## config.mk

```make
export PLATFORM = sky130hd
export DESIGN_NAME = multicycle_main_controller_flat
export DESIGN_NICKNAME = d
export VERILOG_FILES = /design/src/rtl/multicycle_main_controller_if.sv /design/src/rtl/multicycle_main_controller.sv /design/src/flat_wrapper.sv
export SDC_FILE = /design/constraint.sdc
export NUM_CORES = 1
export LEC_CHECK = 0
export ABC_AREA = 1
export CORE_MARGIN = 5
export CORE_UTILIZATION = 41
export DETAILED_ROUTE_END_ITERATION = 12
export GPL_ROUTABILITY_DRIVEN = 0
export HOLD_SLACK_MARGIN = 0.1
export PLACE_DENSITY = 0.75
export SYNTH_ARGS = -nofsm -noshare
export SYNTH_HDL_FRONTEND = slang
export SYNTH_SLANG_ARGS = --single-unit
```

## constraint.sdc

```tcl
create_clock -name clk -period 1.5 [get_ports clk]
set_input_delay 0.3 -clock clk [delete_from_list [all_inputs] [get_ports clk]]
set_output_delay 0.3 -clock clk [all_outputs]
set_load 0.02 [all_outputs]
```

## src/rtl/multicycle_main_controller_if.sv

```systemverilog
// Control bundle between the multi-cycle main controller (master) and the
// datapath it steers (slave): opcode/flags in, enables, mux selects and debug state out.
interface multicycle_main_controller_if #(
  parameter int ALUOP_W = 2
);
  logic [6:0]         opCode;
  logic               zero;
  logic               memReady;
  logic               pcWrite;
  logic               irWrite;
  logic               adrSrc;
  logic               memRead;
  logic               memWrite;
  logic               regWrite;
  logic [1:0]         aluSrcA;
  logic [1:0]         aluSrcB;
  logic [1:0]         resultSrc;
  logic [ALUOP_W-1:0] ALUOp;
  logic               trap;
  logic [3:0]         state;

  modport master (
    input  opCode, zero, memReady,
    output pcWrite, irWrite, adrSrc, memRead, memWrite, regWrite,
           aluSrcA, aluSrcB, resultSrc, ALUOp, trap, state
  );

  modport slave (
    output opCode, zero, memReady,
    input  pcWrite, irWrite, adrSrc, memRead, memWrite, regWrite,
           aluSrcA, aluSrcB, resultSrc, ALUOp, trap, state
  );
endinterface

```

## src/rtl/multicycle_main_controller.sv

```systemverilog
// Multi-cycle RISC-V main controller: Moore FSM with memory wait/timeout and sticky trap.
// Optional macro CUSTOM_ADDI3_EN adds opcode 0000010 as an I-type op with ALUOp=11.
module multicycle_main_controller #(
  parameter int ALUOP_W     = 2,
  parameter int MEM_TIMEOUT = 15
) (
  input logic                          clk,
  input logic                          reset,
  multicycle_main_controller_if.master bus
);

  localparam int CNT_W = (MEM_TIMEOUT > 0) ? $clog2(MEM_TIMEOUT + 1) : 1;

  localparam logic [3:0] S_FETCH    = 4'd0;
  localparam logic [3:0] S_DECODE   = 4'd1;
  localparam logic [3:0] S_MEMADR   = 4'd2;
  localparam logic [3:0] S_MEMREAD  = 4'd3;
  localparam logic [3:0] S_MEMWB    = 4'd4;
  localparam logic [3:0] S_MEMWRITE = 4'd5;
  localparam logic [3:0] S_EXECR    = 4'd6;
  localparam logic [3:0] S_EXECI    = 4'd7;
  localparam logic [3:0] S_ALUWB    = 4'd8;
  localparam logic [3:0] S_BEQ      = 4'd9;
  localparam logic [3:0] S_JALR     = 4'd10;
  localparam logic [3:0] S_JUMP     = 4'd11;
  localparam logic [3:0] S_TRAP     = 4'd12;

  localparam logic [6:0] OP_LOAD   = 7'b0000011;
  localparam logic [6:0] OP_STORE  = 7'b0100011;
  localparam logic [6:0] OP_RTYPE  = 7'b0110011;
  localparam logic [6:0] OP_ITYPE  = 7'b0010011;
  localparam logic [6:0] OP_BRANCH = 7'b1100011;
  localparam logic [6:0] OP_JAL    = 7'b1101111;
  localparam logic [6:0] OP_JALR   = 7'b1100111;
  localparam logic [6:0] OP_CUSTOM = 7'b0000010;

  logic [3:0]         r_state;
  logic [3:0]         w_next;
  logic [CNT_W-1:0]   r_wait_cnt;
  logic               r_trap;
  logic               w_wait_state;
  logic               w_timeout;

  logic               w_pc_write;
  logic               w_ir_write;
  logic               w_adr_src;
  logic               w_mem_read;
  logic               w_mem_write;
  logic               w_reg_write;
  logic [1:0]         w_alu_src_a;
  logic [1:0]         w_alu_src_b;
  logic [1:0]         w_result_src;
  logic [ALUOP_W-1:0] w_alu_op;

  assign w_wait_state = (r_state == S_FETCH) || (r_state == S_MEMREAD) ||
                        (r_state == S_MEMWRITE);
  assign w_timeout    = (MEM_TIMEOUT > 0) && w_wait_state && !bus.memReady &&
                        (r_wait_cnt == CNT_W'(MEM_TIMEOUT));

  always_comb begin
    w_next = r_state;
    case (r_state)
      S_FETCH: begin
        if (bus.memReady)   w_next = S_DECODE;
        else if (w_timeout) w_next = S_TRAP;
      end
      S_DECODE: begin
        case (bus.opCode)
          OP_LOAD, OP_STORE: w_next = S_MEMADR;
          OP_RTYPE:          w_next = S_EXECR;
          OP_ITYPE:          w_next = S_EXECI;
          OP_BRANCH:         w_next = S_BEQ;
          OP_JAL:            w_next = S_JUMP;
          OP_JALR:           w_next = S_JALR;
`ifdef CUSTOM_ADDI3_EN
          OP_CUSTOM:         w_next = S_EXECI;
`endif
          default:           w_next = S_TRAP;
        endcase
      end
      S_MEMADR:   w_next = (bus.opCode == OP_LOAD) ? S_MEMREAD : S_MEMWRITE;
      S_MEMREAD: begin
        if (bus.memReady)   w_next = S_MEMWB;
        else if (w_timeout) w_next = S_TRAP;
      end
      S_MEMWB:    w_next = S_FETCH;
      S_MEMWRITE: begin
        if (bus.memReady)   w_next = S_FETCH;
        else if (w_timeout) w_next = S_TRAP;
      end
      S_EXECR:    w_next = S_ALUWB;
      S_EXECI:    w_next = S_ALUWB;
      S_ALUWB:    w_next = S_FETCH;
      S_BEQ:      w_next = S_FETCH;
      S_JALR:     w_next = S_JUMP;
      S_JUMP:     w_next = S_ALUWB;
      S_TRAP:     w_next = S_TRAP;
      default:    w_next = S_TRAP;
    endcase
  end

  // Wait counter restarts whenever the state changes, so every access gets a fresh budget
  always_ff @(posedge clk or posedge reset) begin
    if (reset) begin
      r_state    <= S_FETCH;
      r_wait_cnt <= '0;
      r_trap     <= 1'b0;
    end else begin
      r_state <= w_next;
      if (w_next != r_state)
        r_wait_cnt <= '0;
      else if ((MEM_TIMEOUT > 0) && w_wait_state && !bus.memReady)
        r_wait_cnt <= r_wait_cnt + CNT_W'(1);
      if (w_next == S_TRAP)
        r_trap <= 1'b1;
    end
  end

  always_comb begin
    w_pc_write   = 1'b0;
    w_ir_write   = 1'b0;
    w_adr_src    = 1'b0;
    w_mem_read   = 1'b0;
    w_mem_write  = 1'b0;
    w_reg_write  = 1'b0;
    w_alu_src_a  = 2'b00;
    w_alu_src_b  = 2'b00;
    w_result_src = 2'b00;
    w_alu_op     = '0;
    case (r_state)
      S_FETCH: begin
        w_mem_read   = 1'b1;
        w_alu_src_b  = 2'b10;
        w_result_src = 2'b10;
        w_ir_write   = bus.memReady;
        w_pc_write   = bus.memReady;
      end
      S_DECODE: begin
        w_alu_src_a = 2'b01;
        w_alu_src_b = 2'b01;
      end
      S_MEMADR: begin
        w_alu_src_a = 2'b10;
        w_alu_src_b = 2'b01;
      end
      S_MEMREAD: begin
        w_mem_read = 1'b1;
        w_adr_src  = 1'b1;
      end
      S_MEMWB: begin
        w_result_src = 2'b01;
        w_reg_write  = 1'b1;
      end
      S_MEMWRITE: begin
        w_mem_write = 1'b1;
        w_adr_src   = 1'b1;
      end
      S_EXECR: begin
        w_alu_src_a = 2'b10;
        w_alu_op    = ALUOP_W'(2'b10);
      end
      S_EXECI: begin
        w_alu_src_a = 2'b10;
        w_alu_src_b = 2'b01;
        w_alu_op    = ALUOP_W'(2'b10);
`ifdef CUSTOM_ADDI3_EN
        if (bus.opCode == OP_CUSTOM) w_alu_op = ALUOP_W'(2'b11);
`endif
      end
      S_ALUWB:  w_reg_write = 1'b1;
      S_BEQ: begin
        w_alu_src_a = 2'b10;
        w_alu_op    = ALUOP_W'(2'b01);
        w_pc_write  = bus.zero;
      end
      S_JALR: begin
        w_alu_src_a = 2'b10;
        w_alu_src_b = 2'b01;
      end
      // PC takes the target held in ALUOut while the ALU forms the link value oldPC+4
      S_JUMP: begin
        w_alu_src_a = 2'b01;
        w_alu_src_b = 2'b10;
        w_pc_write  = 1'b1;
      end
      default: ;
    endcase
  end

  assign bus.pcWrite   = w_pc_write  & ~reset;
  assign bus.irWrite   = w_ir_write  & ~reset;
  assign bus.adrSrc    = w_adr_src   & ~reset;
  assign bus.memRead   = w_mem_read  & ~reset;
  assign bus.memWrite  = w_mem_write & ~reset;
  assign bus.regWrite  = w_reg_write & ~reset;
  assign bus.aluSrcA   = reset ? 2'b00 : w_alu_src_a;
  assign bus.aluSrcB   = reset ? 2'b00 : w_alu_src_b;
  assign bus.resultSrc = reset ? 2'b00 : w_result_src;
  assign bus.ALUOp     = reset ? '0 : w_alu_op;
  assign bus.trap      = r_trap;
  assign bus.state     = r_state;

endmodule

```

## src/flat_wrapper.sv

```systemverilog
// flat-port wrapper written by rule: the top's interface ports become plain ports
module multicycle_main_controller_flat 
#(
  parameter int ALUOP_W     = 2,
  parameter int MEM_TIMEOUT = 15
)
  (clk, reset, bus_opCode, bus_zero, bus_memReady, bus_pcWrite, bus_irWrite, bus_adrSrc, bus_memRead, bus_memWrite, bus_regWrite, bus_aluSrcA, bus_aluSrcB, bus_resultSrc, bus_ALUOp, bus_trap, bus_state);
  multicycle_main_controller_if #(.ALUOP_W(ALUOP_W)) bus_i ();
  input logic clk;
  input logic reset;
  input wire logic [$bits(bus_i.opCode)-1:0] bus_opCode;
  input wire logic [$bits(bus_i.zero)-1:0] bus_zero;
  input wire logic [$bits(bus_i.memReady)-1:0] bus_memReady;
  output wire logic [$bits(bus_i.pcWrite)-1:0] bus_pcWrite;
  output wire logic [$bits(bus_i.irWrite)-1:0] bus_irWrite;
  output wire logic [$bits(bus_i.adrSrc)-1:0] bus_adrSrc;
  output wire logic [$bits(bus_i.memRead)-1:0] bus_memRead;
  output wire logic [$bits(bus_i.memWrite)-1:0] bus_memWrite;
  output wire logic [$bits(bus_i.regWrite)-1:0] bus_regWrite;
  output wire logic [$bits(bus_i.aluSrcA)-1:0] bus_aluSrcA;
  output wire logic [$bits(bus_i.aluSrcB)-1:0] bus_aluSrcB;
  output wire logic [$bits(bus_i.resultSrc)-1:0] bus_resultSrc;
  output wire logic [$bits(bus_i.ALUOp)-1:0] bus_ALUOp;
  output wire logic [$bits(bus_i.trap)-1:0] bus_trap;
  output wire logic [$bits(bus_i.state)-1:0] bus_state;
  assign bus_i.opCode = bus_opCode;
  assign bus_i.zero = bus_zero;
  assign bus_i.memReady = bus_memReady;
  assign bus_pcWrite = bus_i.pcWrite;
  assign bus_irWrite = bus_i.irWrite;
  assign bus_adrSrc = bus_i.adrSrc;
  assign bus_memRead = bus_i.memRead;
  assign bus_memWrite = bus_i.memWrite;
  assign bus_regWrite = bus_i.regWrite;
  assign bus_aluSrcA = bus_i.aluSrcA;
  assign bus_aluSrcB = bus_i.aluSrcB;
  assign bus_resultSrc = bus_i.resultSrc;
  assign bus_ALUOp = bus_i.ALUOp;
  assign bus_trap = bus_i.trap;
  assign bus_state = bus_i.state;
  multicycle_main_controller #(.ALUOP_W(ALUOP_W), .MEM_TIMEOUT(MEM_TIMEOUT)) u_core (.clk(clk), .reset(reset), .bus(bus_i));
endmodule
```

Word-level counts from Yosys, hierarchy flattened
Cells that the tools add are included.

$add $sub $neg: 1. Equal/unequal tests: 21. Reductions and logical operators: 18. Multiplexer cells: 23. Bitwise logic cells: 7.

Operator list (count): $pmux 4 s8 (1); $eq 4x4->1 const B (6); $mux 4 (6); $pmux 4 s6 (1); $eq 7x7->1 const B (3); $eq 4x3->1 const B (4); $pmux 2 s2 (4); $eq 7x6->1 const B (2); $reduce_or 2->1 (7); $eq 4x2->1 const B (2); $mux 2 (4); $eq 7x2->1 const B (1); $eq 7x5->1 const B (1); $and 1x1->1 (6); $reduce_or 3->1 (2); $mux 1 (5); $reduce_or 5->1 (1); $add 4x1->4 const B (1); $eq 4x1->1 const B (1); $logic_not 4->1 (1); $ne 4x4->1 (1); $reduce_or 4->1 (1); $mux 3 (1); $pmux 1 s3 (1); 5 further kinds (7).

Logic and storage cells: 73. Register bits after elaboration: 9. Output and inout port bits: 19.

Depth between registers and ports, before layout
Gate-level depths: netlist (run 1).

Depth in word-level cells: 10. Gate-level depth with buffers: 13.

Worst setup path before layout (run 1)
No wires, ideal clock.

Path type: register -> output. Start: register u_core.r_state[1], in the netlist u_core.bus.state[1]. End: output port bus_pcWrite. Setup slack: -0.140 ns. Cell stages (with the launch flop): 5. Required time: 1.200 ns. Data arrival time: 1.340 ns. Cell sequence: dfrtp_1 -> buf_4 -> nor2_2 -> nand3_1 -> a31oi_1.

Cells in the longest elaborated chain, start to end: 3. Elaborated cells on any way between the ends: 5. Those cells by class: eq/ne (2); mux (1); bitwise (1); reduce/logical (1).

Ends and longest elaborated chain: start: declaration (line multicycle_main_controller.sv:37) `logic [3:0] r_state;`; start signal: assignment (line multicycle_main_controller.sv:109) `r_state <= w_next;`; $eq 4x4->1 or $logic_not 4->1 (tied branches) (line multicycle_main_controller.sv:130) `case (r_state)`; $pmux 1 s3 * (line multicycle_main_controller.sv:130); $and 1x1->1 * (line multicycle_main_controller.sv:190) `assign bus.pcWrite = w_pc_write & ~reset;`; end: declaration (line flat_wrapper.sv:14) `output wire logic [$bits(bus_i.pcWrite)-1:0] bus_pcWrite;`.

Every way passes the cells marked *; elsewhere a longest branch is shown, timed or not.

Final worst setup path (run 1)
Start: input port bus_opCode[6]. End: register u_core.r_wait_cnt[0].

Cells in the longest elaborated chain, start to end: 6. Elaborated cells on any way between the ends: 14. Those cells by class: eq/ne (8); mux (4); reduce/logical (2).

Ends and longest elaborated chain: start: declaration (line flat_wrapper.sv:11) `input wire logic [$bits(bus_i.opCode)-1:0] bus_opCode;`; $eq 7x6->1 or $eq 7x2->1 (tied branches) (line multicycle_main_controller.sv:68, multicycle_main_controller.sv:81); $reduce_or 2->1 (line multicycle_main_controller.sv:68) `case (bus.opCode)`; $pmux 4 s6 (line multicycle_main_controller.sv:68); $pmux 4 s8 * (line multicycle_main_controller.sv:62) `case (r_state)`; $ne 4x4->1 * (line multicycle_main_controller.sv:110) `if (w_next != r_state)`; $mux 4 or $reduce_bool 2->1 (tied branches); end signal: assignment (line multicycle_main_controller.sv:113) `r_wait_cnt <= r_wait_cnt + CNT_W'(1);`; end: declaration (line multicycle_main_controller.sv:39) `logic [CNT_W-1:0] r_wait_cnt;`.

Marks and branches as above. A chain may end at the register's enable or synchronous reset.

==> results.md, run 1 <==
* Total Wirelength at 4900 µm
* Fin worst setup slack at -407 ps
* Max cap viols at 0
* Number of global-route vias before repair at 1353
* Post-route ant nets at 0
* 1st-iter DRT viols at 142
* Top post-synthesis cells by area: dfrtp_1 (24%), nand2_1 (18%), nor2_1 (11%)
* Hold Violations, Final at 0
* Vias per cell at 5.54
* Root buffer cell: clkbuf_4
* Failing checks: setup timing
* DRC violations left at 0
* Fmax at 524 MHz
* Post-synth top cells: nand2_1 (46), nor2_1 (27), inv_1 (19)
* FF-to-FF Start: u_core.bus.state[1]
* Static leakage at 0.983 nW
* Clock sinks at 9
* #FFs+latches synth at 9
* Final Critical Period at 1910 ps
* Final clock skew at 5.63 ps
* Area of the die at 0.00334 mm²
* Fraction of registers with async set/reset at 100%
* Syn nets at 168
* Crit path from: bus_opCode[6]
* GR peak layer: met2
* Slew Viols, Final at 0
* Peak supply drop at 1.13 mV
* CORE AREA at 0.00219 mm²
* CTS tree: done
* Max-slew headroom at 78.8%
* Fin crit share at 127%
* Pre-CTS setup slack at -534 ps
* I/O pins at 30
* CP Data Required Time at 1660 ps
* Min-Delay Startpoint: u_core.bus.trap
* Largest net degree at the start of global routing at 10
* Synth area leader: dfrtp_1
* Nature of the critical path startpoint: input port
* First-pass GRT wire length at 5710 µm
* # nets final at 255
* Antenna Cells at 0
* Wire per inst at 18.1 µm
* Clock Path Buffers at 2
* Clk slew on worst S/H paths at 60 ps
* Layout cells sized above 1 at 57.9%
* CTS Buf Count at 3
* Synthesized area per cell at 6.01 µm²
* Via count at 1496
* Final setup violation count at 23
* Yosys cell types at 25
* Clock latency at the later pin of the worst-skew pair at 270 ps
* Worst Hold Class: reg -> reg
* Die span in y at 57.8 µm
* # port buffers at 29
* Mapped cell area at 937 µm²
* Area Growth Syn to Fin at 106%
* Mapped Cells at 156
* Initial antenna violation count at 0
* Die Width at 57.8 µm
* Yosys warns at 0
* P per Cell Area at 1540 mW/mm²
* H-tree levels at 1
* EDFF count, synth at 0
* Starting Density at 42.8%
* Filler-free cell count of the finished design at 270
* M3 GR Usage at 3.79%
* Worst EP arrival at 2070 ps
* Run status: finished with violations
* Crit path capture type: register
* Worst-Margin Slew at 317 ps
* GRT Util Overall at 21.3%
* CP max FO at 4
* First-pass DRT Iterations at 4
* Detailed Place HPWL at 2370 µm
* Placed cells at 245
* GRT met2 Usage at 39.4%
* Top_reg_cell synth: dfrtp_1
* Congestion Overflow GR at 0
* Share of the synthesized area in the top cell type at 24.0%
* Critical path class: in -> reg
* Count leader, synth: nand2_1
* Met1 Resource Use GR at 24.1%
* Seq/Total Area, Yosys at 24.0%
* FP Rows at 17
* RSZ-0062 raised after global routing: yes
-- worst paths after layout --
check                                       endpoint  cells past startpoint  slack (ps)
worst max-delay path            u_core.r_wait_cnt[0]                     12        -410
worst min-delay path                 u_core.bus.trap                      1         460
worst max register to register  u_core.r_wait_cnt[3]                     13        -380
worst min register to register       u_core.bus.trap                      1         460
max in group asynchronous        u_core.bus.state[2]                      3         810
min in group asynchronous        u_core.bus.state[0]                      3         520
-- state kept, by name (all words and copies together) (netlist names) --
name / cells
u_core.bus.state: 4
u_core.r_wait_cnt: 4
u_core.bus.trap: 1
-- critical path, cell delays in order --
cell	delay, ps
clkdlybuf4s50_1	510
nand2_1	100
nor2_1	270
nand2_1	140
nand2_1	110
nor2_1	60
nor2_2	210
nand3_2	100
nand2_2	70
nor2_2	50
nand2_2	100
nor2_1	60
-- report_power, final --
group,switching [mW],total (mW),internal (mW)
clock,0.0930,0.196,0.103
combinational,1.28,2.39,1.10
sequential,0.0883,0.392,0.304
total,1.46,2.97,1.51
-- layout make-up --
type	instances	area, µm²
Timing Repair Buffer	86	756
Fill cell	96	259
Multi-Input combinational cell	121	797
Tap cell	28	35.0
Inverter	22	87.6
Sequential cell	9	230
Clock buffer	4	26.3
-- placed cells by master (no fill, tap or decap), types with 2 or more instances in the layout --
| cell | n |
|---|---|
| nand3_4 | 4 |
| a31oi_2 | 2 |
| nand3_1 | 7 |
| inv_4 | 2 |
| nand2_2 | 13 |
| buf_6 | 22 |
| dfrtp_1 | 5 |
| clkdlybuf4s50_1 | 10 |
| dfrtp_2 | 4 |
| xor2_1 | 2 |
| inv_1 | 15 |
| nand2_1 | 33 |
| clkbuf_4 | 3 |
| a21oi_2 | 5 |
| inv_2 | 5 |
| dlygate4sd2_1 | 2 |
| nor2_1 | 14 |
| nor2_2 | 11 |
| buf_4 | 50 |
| nand2_4 | 6 |
| nand4_1 | 5 |
| nor2_4 | 8 |
| nand3_2 | 3 |
-- metal layers --
metal	routed length (µm)	share of wire, %
met1	1690	34
met2	2390	49
met3	543	11
met4	275	5.6
met5	0	0
-- through the flow --
step / TNS [ps] / utilization (%) / hold WS [ps] / instance area [µm²] / power, mW
floorplan: -358 / - / 142 / 977 / 1.29
CTS: -2950 / 76.9 / 464 / 1680 / 2.34
detailed placement: -9200 / 70.1 / 463 / 1540 / 1.99
global route: -7460 / 88.2 / 524 / 1930 / 3.13
global placement: -8510 / 70.1 / 440 / 1540 / 1.95
finish: -5750 / 88.2 / 462 / 1930 / 2.97
-- cell families (layout without fill, tap and decap cells) --
group | after synthesis | in the layout | synth area share (%)
adder cells (fa/ha/maj) | 1 | 1 | 1.33
AND/OR/NAND/NOR | 106 | 106 | 53.4
XOR/XNOR | 3 | 3 | 2.80
flip-flops | 9 | 9 | 24.0
AO/OA/AOI/OAI | 11 | 11 | 6.41
buffers and inverters | 26 | 112 | 12.0
-- timing repair --
item                       4_1_cts  5_1_grt
pin swaps                       10       28
hold buffers                     0        0
resized for setup              116       43
setup endpoints to repair       27       26
buffers inserted                 6       16
cloned                           0        0
(Power assumes the default switching activity.)
==> inputs of run 2 (changes only) <==
SKIP_LAST_GASP = 1   (was default)
==> results.md, run 2 (synthesized netlist as in run 1, its figures left out) <==
* Commonest non-fill, non-tap cell in the layout: buf_4
* I/O pins at 30
* CORE AREA at 0.00219 mm²
* Hold Buf Count CTS at 0
* CTS tree: done
* DRC violations left at 0
* Final Power at 2.79 mW
* FP Rows at 17
* Number of global-route vias before repair at 1334
* Crit path capture type: output port
* Worst EP arrival at 1600 ps
* Root buffer cell: clkbuf_4
* Clock Path Buffers at 2
* Failing checks: setup timing
* Antenna Cells at 0
* 1st-iter DRT viols at 60
* Nature of the critical path startpoint: register
* Via count at 1400
* H-tree levels at 1
* Filler-free cell count of the finished design at 263
* Layout cells sized above 1 at 51.9%
* Clk slew on worst S/H paths at 70 ps
* # port buffers at 29
* GRT Util Overall at 20.9%
* Final core occ at 83.5%
* Setup TNS Final at -5650 ps
* CTS Buf Count at 3
* # nets final at 248
* Congestion Overflow GR at 0
* CP Data Required Time at 1200 ps
* Vias per cell at 5.32
* Commonest non-fill, non-tap cells in the layout: buf_4 (47), nand2_1 (39), buf_6 (18)
* Final clock skew at 7.17 ps
* Slew Viols, Final at 0
* Starting Density at 42.8%
* CP max FO at 6
* Fin worst setup slack at -397 ps
* Worst Hold Class: reg -> reg
* Placed standard-cell area at 0.00154 mm²
* Initial antenna violation count at 0
* First-pass GRT wire length at 5660 µm
* Die Width at 57.8 µm
* Post-route ant nets at 0
* Run status: finished with violations
* Largest net degree at the start of global routing at 10
* RSZ-0062 raised after global routing: yes
* Peak supply drop at 1.22 mV
* Area Growth Syn to Fin at 95.2%
* Static leakage at 0.940 nW
* Area of the die at 0.00334 mm²
* Clock sinks at 9
* Fmax at 527 MHz
* Fin crit share at 126%
* Placed cells at 245
* Critical path class: reg -> out
* Detailed Place HPWL at 2370 µm
* Final Critical Period at 1900 ps
* Clock latency at the later pin of the worst-skew pair at 270 ps
* Wire per inst at 17.0 µm
* Die span in y at 57.8 µm
* Final instance area at 0.00183 mm²
* Final setup violation count at 21
* P per Cell Area at 1530 mW/mm²
* Max-slew headroom at 81.0%
* Worst-Margin Slew at 282 ps
* Max cap viols at 0
* Hold Violations, Final at 0
* First-pass DRT Iterations at 4
* Total Wirelength at 4470 µm
==> run 2: changes by cell type in the layout (fill, tap and decap cells not counted), sizes merged <==
cell / previous run / this run
buf: 72 / 65
==> run 2: critical path, stage by stage, from the launching register on <==
cell	delay (ps)
dfrtp_2	480
nand2_2	120
buf_6	140
inv_4	50
nand2_4	50
buf_4	150
a21oi_2	190
buf_6	150
==> run 2: path summary, 6_finish.rpt <==
path	from	slack [ps]	endpoint	depth (start not counted)
max	u_core.bus.state[1]	-400	bus_adrSrc	7
min	u_core.bus.trap	460	u_core.bus.trap	1
max reg2reg	u_core.bus.state[0]	-380	u_core.r_wait_cnt[0]	13
min reg2reg	u_core.bus.trap	460	u_core.bus.trap	1
max in group asynchronous	reset	830	u_core.bus.state[2]	3
min in group asynchronous	reset	510	u_core.bus.state[0]	3
==> run 2: layer usage <==
layer  track usage [%]  routed length (µm)  vias to the layer above
li1                  -                   -                      644
met3              4.01                 305                       20
met1              23.6                1670                      653
met4              6.95                 135                        0
met2              39.0                2350                       83
met5                 0                   0                        -
==> run 2: power by group <==
part / internal (mW) / leakage, nW / switching, mW / total, mW
registers: 0.304 / 0.112 / 0.0884 / 0.392
logic: 0.994 / 0.813 / 1.21 / 2.20
clock network: 0.103 / 0.0150 / 0.0936 / 0.196
==> run 2: final cells by class <==
type | instances | area (µm²)
fill | 114 | 362
sequential | 9 | 230
clock buffer | 4 | 26.3
timing repair buffer | 79 | 688
multi-input combinational | 121 | 764
inverter | 22 | 85.1
tap | 28 | 35.0
==> run 2: timing repair <==
item	CTS	global route
hold endpoints to repair	0	0
gates resized for setup	112	27
pin swaps	10	11
gates cloned	0	0
endpoints found under the setup margin	27	26
setup buffers	6	8
==> run 2: through the flow <==
| step | hold slack, ps | setup slack, ps |
|---|---|---|
| global placement | 440 | -495 |
| floorplan | 142 | -73.7 |
| finish | 463 | -397 |
| global route | 525 | -494 |
| detailed placement | 463 | -534 |
| CTS | 464 | -238 |
==> inputs of run 3 (changes only) <==
GPL_ROUTABILITY_DRIVEN = default   (was 0)
==> results of run 3 <==
Final layout, timing and power as in run 2 (identical DEF).
